`src/rtl/fibo_sched_pkg.sv`:
```
// Shared types for the Fibonacci job scheduler: response status codes,
// controller states and the queued job record.
package fibo_sched_pkg;

   localparam int DATA_W  = 64;
   localparam int ORDER_W = 16;

   typedef enum logic [1:0] {
      ST_OK       = 2'd0,
      ST_OVERFLOW = 2'd1,
      ST_BADREQ   = 2'd2,
      ST_TIMEOUT  = 2'd3
   } status_t;

   typedef enum logic [2:0] {
      IDLE   = 3'd0,
      LOAD   = 3'd1,
      SETTLE = 3'd2,
      WAIT   = 3'd3,
      RESP   = 3'd4
   } state_t;

   typedef struct packed {
      logic [DATA_W-1:0]  seed;
      logic [ORDER_W-1:0] order;
   } job_t;

   // A zero seed or zero order never produces a meaningful term.
   function automatic logic is_bad_job(job_t job);
      return (job.seed == '0) || (job.order == '0);
   endfunction

endpackage

```
`src/rtl/fibo_req_fifo.sv`:
```
// Small job FIFO in front of the scheduler FSM; ready is a registered
// not-full flag so the upstream handshake has no combinational path.
module fibo_req_fifo
   import fibo_sched_pkg::*;
#(
   parameter int DEPTH = 4
) (
   input  logic clk,
   input  logic reset,
   input  logic push,
   input  job_t push_data,
   input  logic pop,
   output job_t pop_data,
   output logic empty,
   output logic ready
);

   localparam int PTR_W = $clog2(DEPTH);
   localparam logic [PTR_W:0] FULL_COUNT = (PTR_W+1)'(DEPTH);

   job_t             mem [DEPTH];
   logic [PTR_W-1:0] wr_ptr;
   logic [PTR_W-1:0] rd_ptr;
   logic [PTR_W:0]   count;
   logic [PTR_W:0]   count_next;
   logic             full;
   logic             do_push;
   logic             do_pop;

   assign full     = (count == FULL_COUNT);
   assign empty    = (count == '0);
   assign do_push  = push && (!full || pop);
   assign do_pop   = pop && !empty;
   assign pop_data = mem[rd_ptr];

   always_comb begin
      count_next = count;
      if (do_push && !do_pop) begin
         count_next = count + 1'b1;
      end else if (!do_push && do_pop) begin
         count_next = count - 1'b1;
      end
   end

   always_ff @(posedge clk or posedge reset) begin
      if (reset) begin
         wr_ptr <= '0;
         rd_ptr <= '0;
         count  <= '0;
         ready  <= 1'b0;
      end else begin
         if (do_push) wr_ptr <= wr_ptr + 1'b1;
         if (do_pop)  rd_ptr <= rd_ptr + 1'b1;
         count <= count_next;
         ready <= (count_next != FULL_COUNT);
      end
   end

   // Storage needs no reset: count gates every read.
   always_ff @(posedge clk) begin
      if (do_push) mem[wr_ptr] <= push_data;
   end

endmodule

```
`src/rtl/fibo_job_scheduler.sv`:
```
// Request stage for the Fibonacci generator: queues jobs, screens bad ones,
// runs each valid job through the generator and returns in-order responses.
//
// state  | meaning
// IDLE   | waiting for a queued job; pops and screens it
// LOAD   | genLoad high for one cycle
// SETTLE | generator's registered done/carry still show the previous job
// WAIT   | watching done/carry, watchdog counting
// RESP   | response held until accepted
module fibo_job_scheduler
   import fibo_sched_pkg::*;
#(
   parameter int DATA_WIDTH     = DATA_W,
   parameter int ORDER_WIDTH    = ORDER_W,
   parameter int FIFO_DEPTH     = 4,
   parameter int TIMEOUT_CYCLES = 70000
) (
   input  logic                   clk,
   input  logic                   reset,
   input  logic                   reqValid,
   output logic                   reqReady,
   input  logic [DATA_WIDTH-1:0]  reqData,
   input  logic [ORDER_WIDTH-1:0] reqOrder,
   output logic                   genLoad,
   output logic [DATA_WIDTH-1:0]  genData,
   output logic [ORDER_WIDTH-1:0] genOrder,
   input  logic [DATA_WIDTH-1:0]  genResult,
   input  logic                   genCarry,
   input  logic                   genDone,
   output logic                   respValid,
   input  logic                   respReady,
   output logic [DATA_WIDTH-1:0]  respResult,
   output logic [1:0]             respStatus
);

   localparam int              WD_W    = $clog2(TIMEOUT_CYCLES);
   localparam logic [WD_W-1:0] WD_LAST = WD_W'(TIMEOUT_CYCLES - 1);

   state_t          state;
   job_t            push_job;
   job_t            head;
   logic            fifo_empty;
   logic            pop;
   logic [WD_W-1:0] wd;

   assign push_job = '{seed: reqData, order: reqOrder};
   assign pop      = (state == IDLE) && !fifo_empty;

   fibo_req_fifo #(
      .DEPTH (FIFO_DEPTH)
   ) u_fifo (
      .clk       (clk),
      .reset     (reset),
      .push      (reqValid && reqReady),
      .push_data (push_job),
      .pop       (pop),
      .pop_data  (head),
      .empty     (fifo_empty),
      .ready     (reqReady)
   );

   always_ff @(posedge clk or posedge reset) begin
      if (reset) begin
         state      <= IDLE;
         genLoad    <= 1'b0;
         genData    <= '0;
         genOrder   <= '0;
         respValid  <= 1'b0;
         respResult <= '0;
         respStatus <= ST_OK;
         wd         <= '0;
      end else begin
         case (state)
            IDLE: begin
               if (!fifo_empty) begin
                  if (is_bad_job(head)) begin
                     respValid  <= 1'b1;
                     respResult <= '0;
                     respStatus <= ST_BADREQ;
                     state      <= RESP;
                  end else begin
                     genData  <= head.seed;
                     genOrder <= head.order;
                     genLoad  <= 1'b1;
                     state    <= LOAD;
                  end
               end
            end
            LOAD: begin
               genLoad <= 1'b0;
               state   <= SETTLE;
            end
            SETTLE: begin
               wd    <= '0;
               state <= WAIT;
            end
            WAIT: begin
               wd <= wd + 1'b1;
               // done outranks carry, carry outranks the watchdog
               if (genDone) begin
                  respValid  <= 1'b1;
                  respResult <= genResult;
                  respStatus <= ST_OK;
                  state      <= RESP;
               end else if (genCarry) begin
                  respValid  <= 1'b1;
                  respResult <= '1;
                  respStatus <= ST_OVERFLOW;
                  state      <= RESP;
               end else if (wd == WD_LAST) begin
                  respValid  <= 1'b1;
                  respResult <= '0;
                  respStatus <= ST_TIMEOUT;
                  state      <= RESP;
               end
            end
            RESP: begin
               if (respReady) begin
                  respValid <= 1'b0;
                  state     <= IDLE;
               end
            end
            default: state <= IDLE;
         endcase
      end
   end

endmodule

```
`config.mk`:
```
export PLATFORM = sky130hd
export DESIGN_NAME = fibo_job_scheduler
export DESIGN_NICKNAME = d
export VERILOG_FILES = /design/src/rtl/fibo_sched_pkg.sv /design/src/rtl/fibo_req_fifo.sv /design/src/rtl/fibo_job_scheduler.sv
export SDC_FILE = /design/constraint.sdc
export NUM_CORES = 1
export LEC_CHECK = 0
export CORE_ASPECT_RATIO = 0.6
export CORE_UTILIZATION = 55
export CTS_CLUSTER_SIZE = 10
export DETAILED_ROUTE_END_ITERATION = 12
export DONT_BUFFER_PORTS = 1
export PLACE_DENSITY = 0.7
export SYNTH_ARGS = -nofsm -noshare
export SYNTH_HDL_FRONTEND = slang
export SYNTH_HIERARCHICAL = 1
export SYNTH_SLANG_ARGS = --single-unit
```
`constraint.sdc`:
```
create_clock -name clk -period 6.67 [get_ports clk]
set_input_delay 0.667 -clock clk [delete_from_list [all_inputs] [get_ports clk]]
set_output_delay 0.667 -clock clk [all_outputs]
set_load 0.01 [all_outputs]
```
==> impl_metrics.yaml, run 1 <==
finish:
  syn2layout_area_growth_pct: 11.1
  non_filler_instances: 1568
  final_layout_size_suffix_gt1_share_pct: 14.9
  num-nets-final: 1221
  insertedDiodeCount: 0
  layout.filler_cells: 2331
  final_common_cell: "edfxtp_1"
  final_cell_mix: "edfxtp_1 (320), dfrtp_1 (174), mux2_1 (80), mux4_2 (80), nor2b_1 (68)"
yosys:
  postSynthRegisterBits: 496
  number_of_enable_type_register_cells_in_the_synthesized_netlist: 320
  post_synth_main_area_contributors: "edfxtp_1 (50%), dfrtp_1 (23%), mux4_2 (9.4%)"
  synth_seq_area_share_pct: 73.0
  number_of_distinct_library_cells_after_synthesis: 52
  synth_warnings: 6
  syn-mean-instance-area_sq_um: 18.3
  ys_async_sr_fraction_pct: 35.5
  netlist.top_cell.by_area: "edfxtp_1"
  synth_top_area_share_pct: 50.1
  dominantRegCellSynth: "edfxtp_1"
  post_synth_instance_area_sq_um: 19200
  synth.net_count: 1205
  netlist_instances: 1047
cts:
  clkLatencyLatePin_ns: 0.58
  post_cts.resized_instances: 0
  ctsHoldBuffers: 1
  tritoncts_clock_tree: "built"
  clock-sinks: 496
  cts_setup_buffers: 0
  numCtsBuffers: 55
  clk_path_buf_depth: 3
  clkTransAtPathRegs_ns: 0.06
  cts_root_buf: "clkbuf_16"
  maximum_level_of_the_cts_h_tree: 2
sta:
  final_hold_viols: 0
  period_needed_ns: 4.53
  finalSetupViolations: 0
  timing_worst_slew_pin_value_ns: 0.989
  fin_tns_setup_ns: 0
  period_share_pct: 67.8
  max_slew_margin_pct: 33.5
  finClkSkew_ns: 0.0260
  drv_slew: 0
  maxClockFrequency_ghz: 0.221
  fin_hold_ws_ns: 0.101
  rsz0062_at_grt: "no"
pwr:
  power_per_cell_area_nw_per_um2: 479
  internal_power_mw: 6.96
  sequentialPowerShare_pct: 49.6
  power_frac_clock_pct: 26.9
  power.share.switching_pct: 31.9
  total_switching_power_mw: 3.26
  p_comb_share_pct: 23.5
  power.ir.vdd_worst_mv: 0.248
  total_leakage_power_nw: 7.41
global_routing:
  vias_in_the_first_global_route: 9712
  initial_antenna_violation_count: 0
  grt_max_degree: 86
  gr-total-overflow: 0
  grt_pass1_wl_mm: 60.9
  grt_use_total_pct: 22.6
place:
  detailedPlacementHpwl_mm: 24.9
  dp_cells: 1464
  place.port_buffers: 0
  place_congestion: 0.820
worst_setup_path:
  worst-r2r-cell-count: 8
  r2r-end: "genData[34]"
  worst-endpoint-arrival_ns: 4.98
  cp_slowest_stage_delay_ns: 0.99
  critical_path_cell_sequence: "buf_4 -> mux4_2 -> nor4_1 -> nand4_1 -> nor4_4 -> nor4_4 -> buf_4 -> mux2_1"
  required_time_reported_for_the_critical_path_endpoint_ns: 7.12
  setup.worst_path.start_class: "register"
  cpMaxStageDelayCell: "dfrtp_4"
  timing.critical_path.to_type: "register"
  r2r-start: "u_fifo/rd_ptr[1]"
  crit_path_max_fanout: 57
  timing.setup.critical_path_class: "register to register"
  timing.reg2reg.setup_slack_ns: 2.14
drt:
  drc_violations_left: 0
  detail_route.first_pass.iterations: 5
  antenna_violating_nets_left: 0
  avgViaCountPerCell: 6.02
  wirelength_mm: 39.7
  route.vias.total: 9445
  routed_wire_length_per_instance_um: 25.3
  drtIter0Drc: 703
floorplanning:
  design.die.area_sq_um: 35700
  initial_core_util_pct: 56.4
  die-height_um: 147
  rows: 52
  io_pins: 299
  core_area_sq_um: 34000
  die-width_um: 243
run_status:
  status: "finished, final reports clean"
run:
  drv_cap: 0
hold_path:
  timing.hold.worst.class: "input pin to async pin"
==> cell usage after synthesis (11+ instances only) <==
cell and number:
nand2_1 27, clkbuf_1 34, nor2_1 15, inv_1 15
o21ai_0 22, o2bb2ai_1 64, edfxtp_1 320, nor4_1 22
nor2b_1 68, buf_2 18, dfrtp_1 176, mux4_2 80
mux2_1 80, nand3_1 11
==> metrics by stage <==
step	cell area (sq um)	util (%)	setup slack, ns	total power [mW]
6_report	21300	62.7	2.14	10.2
5_1_grt	21300	62.7	1.93	10.7
4_1_cts	21300	62.7	2.19	10.3
3_5_place_dp	19700	57.9	2.20	7.57
3_3_place_gp	19700	57.9	2.26	7.46
2_1_floorplan	19200	-	1.46	6.79
==> kinds of logic after synthesis <==
family | Yosys count | synth area share (%)
flip-flops | 496 | 73.0
AND/OR/NAND/NOR | 186 | 5.66
multiplexers | 166 | 14.4
AO/OA/AOI/OAI | 113 | 4.52
buffers and inverters | 71 | 1.58
adder cells (fa/ha/maj) | 8 | 0.521
XOR/XNOR | 7 | 0.319
==> power groups by stage <==
stage | combinational, mW | clock [mW] | sequential [mW]
final | 2.40 | 2.75 | 5.06
after detailed placement | 2.44 | 0 | 5.13
after global placement | 2.36 | 0 | 5.11
after CTS | 2.44 | 2.81 | 5.08
after global routing | 2.63 | 2.94 | 5.16
after floorplan | 2.02 | 0 | 4.78
==> worst max-delay path, delay by kind of cell (launching register included) <==
family	cells	cell delay, ns
flops	1	0.99
simple gates	4	1.60
buf+inv	2	0.89
mux	2	0.82
==> sequential cells by signal, summed over array words and instances (netlist names) <==
| name | flops |
|---|---|
| u_fifo/ready | 1 |
| respResult | 64 |
| respValid | 1 |
| genData | 64 |
| genLoad | 1 |
| u_fifo/mem | 320 |
| u_fifo/rd_ptr | 2 |
| state | 3 |
| wd | 17 |
| genOrder | 16 |
| u_fifo/count | 3 |
| u_fifo/wr_ptr | 2 |
| respStatus | 2 |
==> area by class of cell <==
type                            count  area (sq um)  area share, %
Clock buffer                       99          1540           7.23
Clock inverter                      4          82.6          0.387
Inverter                           15          61.3          0.288
Multi-Input combinational cell    480          4910           23.0
Sequential cell                   496         14000           65.8
Tap cell                          459           574           2.69
Timing Repair Buffer               15           128          0.599
==> layer usage <==
layer / part of all wire (%) / GRT usage (%) / vias up
li1: - / - / 4156
met1: 46 / 34.4 / 4998
met2: 46 / 32.8 / 249
met3: 7.0 / 6.58 / 42
met4: 1.2 / 4.75 / 0
met5: 0 / 0 / -
==> worst max-delay path by stage <==
stage | from | to | slack, ns | depth (start not counted)
global route | u_fifo/rd_ptr[1] | genData[34] | 1.93 | 8
CTS | u_fifo/rd_ptr[1] | genData[37] | 2.19 | 8
global placement | u_fifo/rd_ptr[1] | genData[40] | 2.26 | 8
finish | u_fifo/rd_ptr[1] | genData[34] | 2.14 | 8
detailed placement | u_fifo/rd_ptr[1] | genData[30] | 2.20 | 8
floorplan | reset | genData[0] | 1.46 | 1
No activity file was read; power rests on OpenSTA's default activity.
==> run 2, diff against run 1 <==
==> constraint.sdc (replaced) <==
create_clock -name clk -period 4.5 [get_ports clk]
set_input_delay 0.45 -clock clk [delete_from_list [all_inputs] [get_ports clk]]
set_output_delay 0.45 -clock clk [all_outputs]
set_load 0.01 [all_outputs]
==> impl_metrics.yaml, run 2 (synthesis results as in run 1) <==
run_status:
  status: "finished, final reports clean"
sta:
  finalSetupViolations: 0
  timing_worst_slew_pin_value_ns: 0.978
  drv_slew: 0
  max_slew_margin_pct: 34.8
  period_share_pct: 85.7
  maxClockFrequency_ghz: 0.259
  post-route-worst-setup-slack_ns: 0.645
  finClkSkew_ns: 0.0214
  fin_tns_setup_ns: 0
  period_needed_ns: 3.85
  final_hold_viols: 0
  rsz0062_at_grt: "no"
finish:
  registers.top_by_ff_count: "u_fifo/mem"
  final_cell_mix: "edfxtp_1 (320), dfrtp_1 (174), dlygate4sd3_1 (82)"
  num-nets-final: 1308
  biggestRegsByFlops: "u_fifo/mem (320), genData (64), respResult (64)"
  syn2layout_area_growth_pct: 15.9
  final_layout_size_suffix_gt1_share_pct: 14.3
  fin_util_pct: 65.4
  largest_register_ff_count: 320
  final_common_cell: "edfxtp_1"
pwr:
  power_per_cell_area_nw_per_um2: 687
  power.ir.vdd_worst_mv: 0.467
  power_mw: 15.3
  total_leakage_power_nw: 7.79
worst_setup_path:
  required_time_reported_for_the_critical_path_endpoint_ns: 4.95
  worst-endpoint-arrival_ns: 4.30
  timing.reg2reg.setup_slack_ns: 0.65
  r2r-start: "u_fifo/rd_ptr[1]"
  crit_end: "genData[53]"
  crit_start: "u_fifo/rd_ptr[1]"
  worst-r2r-cell-count: 8
  crit_path_max_fanout: 38
  timing.setup.critical_path_class: "register to register"
  setup.worst_path.start_class: "register"
  timing.critical_path.to_type: "register"
  r2r-end: "genData[53]"
floorplanning:
  initial_core_util_pct: 56.4
  rows: 52
  design.die.area_sq_um: 35700
  io_pins: 299
  die-height_um: 147
  core_area_sq_um: 34000
  die-width_um: 243
drt:
  routed_wire_length_per_instance_um: 24.5
  detail_route.first_pass.iterations: 5
  route.vias.total: 9806
  antenna_violating_nets_left: 0
  avgViaCountPerCell: 5.91
  drtIter0Drc: 899
  wirelength_mm: 40.6
  drc_violations_left: 0
cts:
  maximum_level_of_the_cts_h_tree: 2
  clk_path_buf_depth: 3
  cts_root_buf: "clkbuf_16"
  clkTransAtPathRegs_ns: 0.06
  clkLatencyLatePin_ns: 0.58
  numCtsBuffers: 55
  tritoncts_clock_tree: "built"
  clock-sinks: 496
  post_cts.resized_instances: 0
global_routing:
  grt-busiest-layer: "met1"
  gr-total-overflow: 0
  globalRouteMet3Util_pct: 6.85
  grt_use_total_pct: 23.4
  initial_antenna_violation_count: 7
  vias_in_the_first_global_route: 10100
  met2_usage_pct: 34.3
  grt_pass1_wl_mm: 63.4
  grt_max_degree: 169
  global_route.usage.met1_pct: 34.6
place:
  place.port_buffers: 0
  dp_worst_setup_slack_ns: 0.617
  place_congestion: 0.814
  detailedPlacementHpwl_mm: 24.8
run:
  drv_cap: 0
hold_path:
  timing.hold.worst.class: "input pin to async pin"
==> run 2: cell count changes in the layout (fill, tap and decap cells not counted), sizes merged, moves of 2 or more <==
cell | previous run | this run
clkinv | 2 | 0
clkbuf | 99 | 97
dlygate4sd3 | 1 | 82
diode | 0 | 6
buf | 14 | 20
==> run 2: critical path, stage by stage, from the launching register on <==
cell and delay (ns):
dfrtp_4 0.71, buf_12 0.31, mux4_2 0.37, nor4_1 0.79, nand4_1 0.26, nor4_4 0.47
nor4_4 0.12, buf_4 0.29, mux2_1 0.36
==> run 2: final cells by class <==
cell class / count / area (sq um)
Sequential cell: 496 / 14000
Fill cell: 2307 / 11800
Multi-Input combinational cell: 480 / 4910
Clock buffer: 97 / 1540
Timing Repair Buffer: 102 / 1100
Tap cell: 459 / 574
Inverter: 15 / 60.1
Clock inverter: 3 / 26.3
Antenna cell: 6 / 15.0
==> run 2: timing repair <==
action | CTS | global route
endpoints found under the hold margin | 329 | 0
setup endpoints to repair | 0 | 0
buffers inserted | 0 | 0
hold buffers | 82 | 0
==> run 2: how the worst min path moves through the flow <==
| stage | startpoint | end | slack (ns) | cells past startpoint |
|---|---|---|---|---|
| after CTS | genResult[0] | respResult[0] | 0.01 | 2 |
| after global routing | genResult[62] | respResult[62] | 0.03 | 2 |
| after detailed placement | reset | u_fifo/ready | 0.32 | 1 |
| after floorplan | reset | u_fifo/count[0] | 0.27 | 1 |
| after global placement | reset | u_fifo/ready | 0.32 | 1 |
| final | reset | genData[35] | 0.02 | 2 |
==> run 2: per-stage QoR <==
stage / cell area, sq um / hold slack [ns] / instances
6_report: 22200 / 0.0182 / 1658
5_1_grt: 22200 / 0.0308 / 1656
4_1_cts: 22200 / 0.00974 / 1652
3_5_place_dp: 19800 / 0.323 / 1470
3_3_place_gp: 19800 / 0.318 / 1470
2_1_floorplan: 19200 / 0.266 / 1047
==> run 2: where the power goes <==
| group | leakage, nW | internal [mW] | switching, mW |
|---|---|---|---|
| clock | 0.747 | 2.30 | 1.69 |
| sequential | 4.97 | 6.24 | 1.17 |
| combinational | 2.08 | 1.86 | 2.03 |
==> run 2: per-layer routing <==
layer / vias up / wire [um]
met5: - / 13
met4: 2 / 673
met3: 52 / 3100
met2: 310 / 18800
met1: 5095 / 18000
li1: 4347 / -
